--- config.mk ---
export PLATFORM = sky130hd
export DESIGN_NAME = serial_pattern_tx
export DESIGN_NICKNAME = d
export VERILOG_FILES = /design/src/rtl/serial_pattern_tx.sv
export SDC_FILE = /design/constraint.sdc
export NUM_CORES = 1
export LEC_CHECK = 0
export CAP_MARGIN = 5
export CORE_MARGIN = 1
export CORE_UTILIZATION = 45
export CTS_BUF_LIST = sky130_fd_sc_hd__clkbuf_16
export DETAILED_ROUTE_END_ITERATION = 10
export PLACE_DENSITY = 0.71
export SYNTH_ARGS = -nofsm -noshare
export SYNTH_HDL_FRONTEND = slang
export SYNTH_SLANG_ARGS = --single-unit
export TNS_END_PERCENT = 30
--- constraint.sdc ---
create_clock -name clk -period 2.8 [get_ports clk]
set_input_delay 0.56 -clock clk [delete_from_list [all_inputs] [get_ports clk]]
set_output_delay 0.56 -clock clk [all_outputs]
set_load 0.05 [all_outputs]
--- src/rtl/serial_pattern_tx.sv ---
// Purpose: LSB-first parallel-to-serial framer, one pending word, optional idle gap after each frame.
// Latency: bit 0 of a word accepted in IDLE appears on sout_o the cycle after acceptance.
// Backpressure: ready_o is low while the pending register is full; it comes only from registered state.
// Ports: clk, rst (synchronous, active-high).
//        pin_i/len_i/valid_i/ready_o form the word handshake. len_i of 0, or above DWIDTH, means DWIDTH.
//        sout_o/sval_o carry the serial bit and its qualifier. busy_o shows that a frame or gap is active.
//        done_o marks the last bit of each frame.
module serial_pattern_tx #(
  parameter int DWIDTH     = 32,
  parameter int GAP_CYCLES = 0
) (
  input  logic                    clk,
  input  logic                    rst,
  input  logic [DWIDTH-1:0]       pin_i,
  input  logic [$clog2(DWIDTH):0] len_i,
  input  logic                    valid_i,
  output logic                    ready_o,
  output logic                    sout_o,
  output logic                    sval_o,
  output logic                    busy_o,
  output logic                    done_o
);

  localparam int LW         = $clog2(DWIDTH) + 1;
  localparam int GW         = (GAP_CYCLES > 1) ? $clog2(GAP_CYCLES) : 1;
  localparam int GAP_LAST_I = (GAP_CYCLES > 0) ? GAP_CYCLES - 1 : 0;
  localparam logic [GW-1:0] GAP_LAST = GW'(GAP_LAST_I);
  localparam logic [LW-1:0] DW_L     = LW'(DWIDTH);

  typedef enum logic [1:0] {IDLE, SHIFT, GAP} state_t;

  state_t            state_q, state_d;
  logic [DWIDTH-1:0] sh_q, sh_d;          // bits still to send after the one on sout_o
  logic [LW-1:0]     len_q, len_d;
  logic [LW-1:0]     cnt_q, cnt_d;        // index of the bit currently on sout_o
  logic [GW-1:0]     gap_q, gap_d;
  logic              pend_vld_q, pend_vld_d;
  logic [DWIDTH-1:0] pend_dat_q, pend_dat_d;
  logic [LW-1:0]     pend_len_q, pend_len_d;
  logic              sout_q, sout_d;
  logic              sval_q, sval_d;
  logic              done_q, done_d;

  logic              accept;
  logic              frame_end;
  logic              load;
  logic [DWIDTH-1:0] load_dat;
  logic [LW-1:0]     load_len;
  logic [LW-1:0]     cnt_inc;
  logic [LW-1:0]     len_last;

  function automatic logic [LW-1:0] eff_len(input logic [LW-1:0] l);
    if (l == '0 || l > DW_L) return DW_L;
    return l;
  endfunction

  assign accept   = valid_i && !pend_vld_q;
  assign cnt_inc  = cnt_q + 1'b1;
  assign len_last = len_q - 1'b1;

  always_comb begin
    state_d    = state_q;
    sh_d       = sh_q;
    len_d      = len_q;
    cnt_d      = cnt_q;
    gap_d      = gap_q;
    pend_vld_d = pend_vld_q;
    pend_dat_d = pend_dat_q;
    pend_len_d = pend_len_q;
    sout_d     = 1'b0;
    sval_d     = 1'b0;
    done_d     = 1'b0;
    frame_end  = 1'b0;
    load       = 1'b0;
    load_dat   = pin_i;
    load_len   = eff_len(len_i);

    case (state_q)
      IDLE: begin
        if (accept) load = 1'b1;
      end
      SHIFT: begin
        if (cnt_q == len_last) begin
          if (GAP_CYCLES > 0) begin
            state_d = GAP;
            gap_d   = '0;
          end else begin
            frame_end = 1'b1;
          end
        end else begin
          cnt_d  = cnt_inc;
          sh_d   = sh_q >> 1;
          sout_d = sh_q[0];
          sval_d = 1'b1;
          done_d = (cnt_inc == len_last);
        end
      end
      GAP: begin
        if (gap_q == GAP_LAST) frame_end = 1'b1;
        else                   gap_d     = gap_q + 1'b1;
      end
      default: state_d = IDLE;
    endcase

    // At a frame boundary the pending word goes first. If the pending register is
    // empty, a word accepted on this same edge goes straight to the shifter, so the
    // stream stays contiguous and no bubble is spent passing it through pending.
    if (frame_end) begin
      if (pend_vld_q) begin
        load       = 1'b1;
        load_dat   = pend_dat_q;
        load_len   = pend_len_q;
        pend_vld_d = 1'b0;
      end else if (accept) begin
        load = 1'b1;
      end else begin
        state_d = IDLE;
      end
    end else if (accept && state_q != IDLE) begin
      pend_vld_d = 1'b1;
      pend_dat_d = pin_i;
      pend_len_d = eff_len(len_i);
    end

    if (load) begin
      state_d = SHIFT;
      sh_d    = load_dat >> 1;
      len_d   = load_len;
      cnt_d   = '0;
      sout_d  = load_dat[0];
      sval_d  = 1'b1;
      done_d  = (load_len == LW'(1));
    end
  end

  always_ff @(posedge clk) begin
    if (rst) begin
      state_q    <= IDLE;
      sh_q       <= '0;
      len_q      <= '0;
      cnt_q      <= '0;
      gap_q      <= '0;
      pend_vld_q <= 1'b0;
      pend_dat_q <= '0;
      pend_len_q <= '0;
      sout_q     <= 1'b0;
      sval_q     <= 1'b0;
      done_q     <= 1'b0;
    end else begin
      state_q    <= state_d;
      sh_q       <= sh_d;
      len_q      <= len_d;
      cnt_q      <= cnt_d;
      gap_q      <= gap_d;
      pend_vld_q <= pend_vld_d;
      pend_dat_q <= pend_dat_d;
      pend_len_q <= pend_len_d;
      sout_q     <= sout_d;
      sval_q     <= sval_d;
      done_q     <= done_d;
    end
  end

  assign ready_o = !pend_vld_q;
  assign busy_o  = (state_q != IDLE);
  assign sout_o  = sout_q;
  assign sval_o  = sval_q;
  assign done_o  = done_q;

endmodule

Word-level counts from Yosys, hierarchy flattened --
Index checks and enable logic that the tools add are counted.
Storage, ports and cells: register bits 88, input bits 41, output and inout port bits 5
Operators by class: $add $sub $neg 3, $lt $le $gt $ge 1, eq/ne operators 6, multiplexer cells 36, bitwise operators 2, reduce and logical (&&, ||, !) cells 14
Operator list (count):
- 31-bit 2-to-1 mux | 3
- 32-bit 2-to-1 mux | 2
- 6-bit 2-to-1 mux | 5
- 1-bit 2-to-1 mux | 21
- 6-bit == test | 2
- 2-bit 2-to-1 mux | 4
- 6-bit by 1-bit adder with 6-bit output (second input constant) | 1
- 6-bit by 1-bit == test with 1-bit output (second input constant) | 1
- 6-bit greater-than comparator (second input constant) | 1
- 6-bit zero test | 1
- 2-bit AND reduction | 3
- 6-bit by 1-bit subtractor with 6-bit output (second input constant) | 1
- 2-bit nonzero test | 2
- 2-bit OR reduction | 2
- 3-bit OR reduction | 1
- 2-bit by 1-bit == test with 1-bit output (second input constant) | 1
- 2-bit == test (second input constant) | 1
- 1-bit logical AND | 2
- 2-bit zero test | 1
- 2-bit inequality test (second input constant) | 1
- 1-bit inverter | 2
- 1-bit case mux with 2 select lines | 1
- 1-bit adder (second input constant) | 1
- 1-bit zero test | 1
- 1-bit logical OR | 1

Longest topological paths before layout --
Gate-level depths: netlist (run 1).
depth after elaboration 9, gate-level depth with buffers 11

Worst setup path after synthesis (run 1) --
No wires, ideal clock.
kind register to register, start reg len_q[0], end reg done_q (netlist: done_o), library setup time 0.092 ns, arrival time 2.476 ns, data required time 2.708 ns, path slack 0.232 ns, cell stages (with the launch flop) 11, buffers on the path 1, clock period less this slack 2.568 ns, cells stage by stage dfxtp_1 -> inv_1 -> ha_1 -> nor3b_1 -> and3_1 -> nor3_2 -> o31ai_4 -> o22a_1 -> buf_4 -> or4_1 -> o32ai_1
Between the ends: cells in the longest elaborated chain, start to end 7
RTL lines:
- start: declaration | line 34 | logic [LW-1:0] len_q, len_d;
- start signal: assignment | line 152 | len_q <= len_d;
- 6-bit by 1-bit subtractor with 6-bit output * | line 59 | assign len_last = len_q - 1'b1;
- 6-bit == test | line 83 | if (cnt_q == len_last) begin
- 1-bit 2-to-1 mux | line 83
- 1-bit case mux with 2 select lines | line 78 | case (state_q)
- 6-bit 2-to-1 mux | line 108 | if (frame_end) begin
- 6-bit by 1-bit == test with 1-bit output | line 132 | done_d = (load_len == LW'(1));
- 1-bit 2-to-1 mux * | line 125 | if (load) begin
- end signal: assignment | line 160 | done_q <= done_d;
- end: declaration | line 42 | logic done_q, done_d;
Mark *: on every way between the ends. The rest lies on a longest branch, timed or not. A chain may end at the register's enable or synchronous reset.

Worst setup path after layout (run 1) --
Ends and elaborated chain as after synthesis.

==> flow_summary.yaml, run 1 <==
clock_tree:
  clk_latency_ns: 0.33
  cts_tree: "done"
  cts_setup_buffers: 0
  cts_buffers: 9
  cts.htree.levels: 3
  clockBufferDepth: 2
  cts.sinks: 87
  clkTransAtPathRegs_ns: 0.06
  root_buffer: "clkbuf_16"
placed_design:
  dp_hpwl_mm: 5.82
  port_buffers: 45
  routabilityCongestion: 0.859
yosys:
  yosysSeqAreaShare: 0.432
  yosys_warnings: 0
  synth_top_cell_area_share: 0.432
  ys_ff_latch: 87
  synth.distinct_cells: 42
  yosysMostFrequentCell: "dfxtp_1"
  synth_common_cells: "dfxtp_1 (87), nand2_1 (81), mux2i_1 (67)"
  synth.avg_cell_area_sq_um: 9.03
  synth_largest_area_cell: "dfxtp_1"
  syn_nets: 494
  synth-edff-count: 0
  synth_area_sq_um: 4040
  synthArstFlopShare: 0
  ys.flop_type: "dfxtp_1"
  synthTopCellsByArea: "dfxtp_1 (43%), mux2i_1 (17%), nand2_1 (7.5%)"
  syn-instance-count: 447
power_and_ir_drop:
  pwr-share-seq: 0.446
  pwr-share-comb: 0.191
  power_density_nw_per_um2: 627
  total_leakage_power_uw: 0.00214
  irDropWorstVdd_uv: 347
  p_int_uw: 2280
  swShare: 0.268
  switching_power_uw: 835
  pwr-share-clk: 0.363
global_route:
  grt_usage: 0.194
  grt.overflow.total: 0
  antenna_found_initial: 0
  grt_max_degree: 45
  grt_pass1_wl_mm: 14.9
  grt_pass1_vias: 3184
sta:
  whs_ns: 0.452
  fmax_mhz: 377
  skew_ns: 0.00491
  setup_tns_ns: 0
  setup_violations: 0
  worstMarginPinSlew_ns: 0.501
  relSlewSlack: 0.666
  finalHoldViolCount: 0
  period_share: 0.948
  fin_crit_ns: 2.65
  finalMaxSlewViolations: 0
layout:
  layout.nets: 535
  drive_gt1_frac: 0.0916
  diodes: 0
  syn_to_final_growth_pct: 23.2
  fillers: 766
  final_util: 0.570
routing:
  vias: 3277
  post-route-drc-count: 0
  viasPerCell: 5.47
  wl_mm: 9.00
  avgRoutedWirePerCell_um: 15.0
  drt_iter0_markers: 141
  postRouteAntennaNets: 0
  detail_route.first_pass.iterations: 4
hold_path:
  hp-class: "reg -> reg"
critical_path:
  arrival_ns: 2.88
  worstSetupPathType: "reg -> reg"
  required_ns: 3.02
  start_kind: "flip-flop"
  path_max_fanout: 10
  cp-end-kind: "flip-flop"
die:
  fp.dieW_um: 96.7
  core_area_sq_um: 8720
  core.rowCount: 34
  dieArea_sq_um: 9350
  die_height_um: 96.7
  io_pins: 46
  initial_core_util: 0.463
status:
  status: "completed"
run:
  maxCapViolCount: 0
-- registers in the layout, indices dropped and copies added, names as in the netlist --
signal	cells
cnt_q	6
done_o	1
len_q	6
pend_dat_q	32
pend_len_q	6
pend_vld_q	1
sh_q	31
sout_o	1
state_q	2
sval_o	1
-- path summary, 6_finish.rpt --
path	end	slack, ns	from	cells past startpoint
setup reg to reg	done_o	0.15	len_q[0]	7
hold reg to reg	pend_dat_q[11]	0.45	pend_dat_q[11]	2
hold / removal	pend_dat_q[11]	0.45	pend_dat_q[11]	2
setup / recovery	done_o	0.15	len_q[0]	7
-- metal layers --
metal  share of wire  global-route usage  routed length (um)  up-vias
li1                -                   -                   -     1644
met1            0.46               0.235                4110     1571
met2            0.49               0.341                4440       53
met3           0.036              0.0347                 322        9
met4           0.015              0.0735                 131        0
met5               0                   0                   0        -
-- critical path, cell delays in order, from the launching register on --
cell	delay, ns
dfxtp_2	0.34
or4_1	0.52
nor2_1	0.19
xnor2_2	0.24
o31ai_4	0.15
o22a_2	0.29
or4_1	0.53
o32ai_1	0.28
-- repair_timing --
item / in CTS / in global routing
gates resized for setup: 0 / 8
hold buffers: 0 / 0
setup endpoints to repair: 0 / 76
-- cell type report --
type	count	area [sq um]	share of cell area
clock buffers	9	225	0.0453
clock inverters	5	52.6	0.0106
inverters	9	33.8	0.00680
multi-input cells	319	2130	0.430
flip-flops and latches	87	1740	0.351
well taps	108	135	0.0272
repair buffers	62	644	0.130
-- cells by family (layout without fill, tap and decap cells) --
family          Yosys count  count (layout)  synth area share
buf+inv                  41              85            0.0505
mux                      67              67             0.166
xor+xnor                 20              20            0.0434
flops                    87              87             0.432
fa+ha+maj                 6               6            0.0186
compound gates           87              87             0.133
simple gates            139             139             0.156
-- through the flow --
step | instance area [sq um] | std cells | power (uW) | worst slack, ns
global route | 4970 | 599 | 3250 | -0.00669
finish | 4970 | 599 | 3120 | 0.146
CTS | 4910 | 598 | 3120 | 0.0100
detailed placement | 4630 | 584 | 1990 | 0.0452
global placement | 4630 | 584 | 1970 | 0.117
floorplan | 4040 | 447 | 1790 | 0.232
-- placed cells by master (no fill, tap or decap), drive strengths merged, types with 2 or more instances in the layout --
cell and instances:
and3 2, buf 17, nand2 82, inv 10
ha 6, or4 3, nor3b 2, clkbuf 10
o22ai 31, nor2b 5, a21oi 41, nand3 6
a211oi 5, xor2 6, nor3 5, xnor2 14
a311oi 3, clkdlybuf4s50 44, nor2 21, nand2b 4
nor4 2, mux2i 67, clkinvlp 2, dfxtp 87
-- power groups by stage --
| stage | Clock [uW] | Sequential (uW) | Combinational (uW) |
|---|---|---|---|
| floorplan | 0 | 1410 | 381 |
| global placement | 0 | 1410 | 561 |
| detailed placement | 0 | 1410 | 575 |
| CTS | 1150 | 1390 | 581 |
| global route | 1200 | 1400 | 646 |
| finish | 1130 | 1390 | 595 |
Power figures use the tool's default switching activity.
==> run 2: changes to the inputs <==
Settings changed: CORE_UTILIZATION 45 to 56, PLACE_DENSITY 0.71 to 0.85, SLEW_MARGIN set to 15.
==> run 2 against run 1 <==
Net effect: wire length up 11%; total power rose by 5.9%; critical path type unchanged; fmax increased by 0.57%; count of clock-buffer cells in the layout unchanged; largest cell class unchanged; combinational power up 10%; hold slack improved by 0.0010 ns; register-to-register slack better by 0.02 ns.
==> flow_summary.yaml, run 2 (synthesized netlist as in run 1, its figures left out) <==
global_route:
  grt_usage: 0.250
  grt.overflow.total: 0
  grt_pass1_vias: 3124
  grt_pass1_wl_mm: 14.4
  antenna_found_initial: 0
  grt_max_degree: 52
sta:
  setup_slack_ns: 0.161
  setup_violations: 0
  worstMarginPinSlew_ns: 0.554
  fin_crit_ns: 2.64
  setup_tns_ns: 0
  fmax_mhz: 379
  finalHoldViolCount: 0
  finalMaxSlewViolations: 0
  period_share: 0.942
  skew_ns: 0.00875
  rsz0062_at_grt: "no"
  relSlewSlack: 0.631
critical_path:
  r2r_start: "len_q[2]"
  start_kind: "flip-flop"
  required_ns: 3.02
  cp.depth: 7
  worstSetupPathType: "reg -> reg"
  startpoint: "len_q[2]"
  crit_slowest_cell: "or4_1"
  slowest_delay_ns: 0.54
  cp_top_family: "simple AND/OR/NAND/NOR gates"
  arrival_ns: 2.86
  cp-end-kind: "flip-flop"
  rr_endpoint: "done_o"
  path_cells: "or4_1 -> nor2_1 -> xnor2_1 -> o31ai_4 -> o22a_4 -> or4_1 -> o32ai_1"
  r2r_slack_ns: 0.16
  cpMostUsedCell: "or4_1"
  cp_num_buf_inv: 0
  path_max_fanout: 7
  r2r_cells: 7
placed_design:
  routabilityCongestion: 0.882
  dp_slack_ns: 0.0312
  dp_hpwl_mm: 5.82
  place_area_sq_um: 4630
  port_buffers: 45
  place_inst: 571
die:
  die_height_um: 86.9
  dieArea_sq_um: 7550
  initial_core_util: 0.587
  io_pins: 46
  core.rowCount: 30
  core_area_sq_um: 6870
  fp.dieW_um: 86.9
clock_tree:
  clkTransAtPathRegs_ns: 0.07
  root_buffer: "clkbuf_16"
  clk_latency_ns: 0.34
  cts_buffers: 9
  cts_tree: "done"
  cts.sinks: 87
  clockBufferDepth: 2
  cts.htree.levels: 3
layout:
  mostFrequentLayoutCell: "dfxtp_1"
  fillers: 443
  drive_gt1_frac: 0.105
  diodes: 0
  syn_to_final_growth_pct: 26.9
  layout.nets: 539
  fin_area_sq_um: 5120
  top_regs: "pend_dat_q (32), sh_q (31)"
  regMostFlops: "pend_dat_q"
  final_cell_mix: "dfxtp_1 (85), nand2_1 (81), mux2i_1 (67), clkdlybuf4s50_1 (45), a21oi_1 (41)"
  final_cell_count_no_fill: 593
  largest_register_ffs: 32
routing:
  drt_iter0_markers: 197
  avgRoutedWirePerCell_um: 16.8
  wl_mm: 9.99
  viasPerCell: 5.84
  detail_route.first_pass.iterations: 4
  vias: 3463
  post-route-drc-count: 0
  postRouteAntennaNets: 0
hold_path:
  min_path_cells: 2
  hold_start: "pend_dat_q[18]"
  hp-class: "reg -> reg"
  whs_endpoint: "pend_dat_q[18]"
status:
  status: "completed"
power_and_ir_drop:
  irDropWorstVdd_uv: 440
  power_uw: 3300
  total_leakage_power_uw: 0.00221
  power_density_nw_per_um2: 644
run:
  maxCapViolCount: 0
## run 2: worst max path at each step
stage | slack [ns] | end
after floorplan | 0.23 | done_o
after global placement | 0.09 | done_o
after detailed placement | 0.03 | done_o
after CTS | 0.01 | sh_q[22]
after global routing | 0.05 | pend_dat_q[31]
final | 0.16 | done_o
## run 2: power breakdown
group / switching (uW) / internal (uW) / total [uW]
sequential: 65.5 / 1330 / 1400
combinational: 346 / 309 / 656
clock: 537 / 711 / 1250
## run 2: per-stage QoR
step	util	hold slack, ns
final	0.746	0.453
after global placement	0.674	0.441
after detailed placement	0.674	0.446
after floorplan	-	0.436
after CTS	0.720	0.455
after global routing	0.746	0.467
## run 2: cell type report
| type | instances | area [sq um] | share of cell area |
|---|---|---|---|
| clock buffer | 9 | 225 | 0.0440 |
| clock inverter | 7 | 90.1 | 0.0176 |
| inverter | 9 | 33.8 | 0.00660 |
| multi-input combinational | 319 | 2170 | 0.424 |
| sequential | 87 | 1740 | 0.341 |
| tap | 96 | 120 | 0.0235 |
| timing repair buffer | 66 | 738 | 0.144 |
## run 2: worst register-to-register path, cell delays in order, from the launching register on
cell	delay (ns)
dfxtp_1	0.39
or4_1	0.50
nor2_1	0.13
xnor2_1	0.22
o31ai_4	0.15
o22a_4	0.27
or4_1	0.54
o32ai_1	0.32
## run 2: what timing repair did
action	CTS	global route
gates resized for setup	0	16
buffers inserted	0	3
hold buffers	0	0
endpoints found under the setup margin	0	83
## run 2: per-layer routing
| layer | vias up | global-route usage | routed length (um) |
|---|---|---|---|
| li1 | 1657 | - | - |
| met3 | 30 | 0.0445 | 518 |
| met1 | 1659 | 0.306 | 4160 |
| met5 | - | 0 | 0 |
| met4 | 0 | 0.138 | 391 |
| met2 | 117 | 0.418 | 4920 |
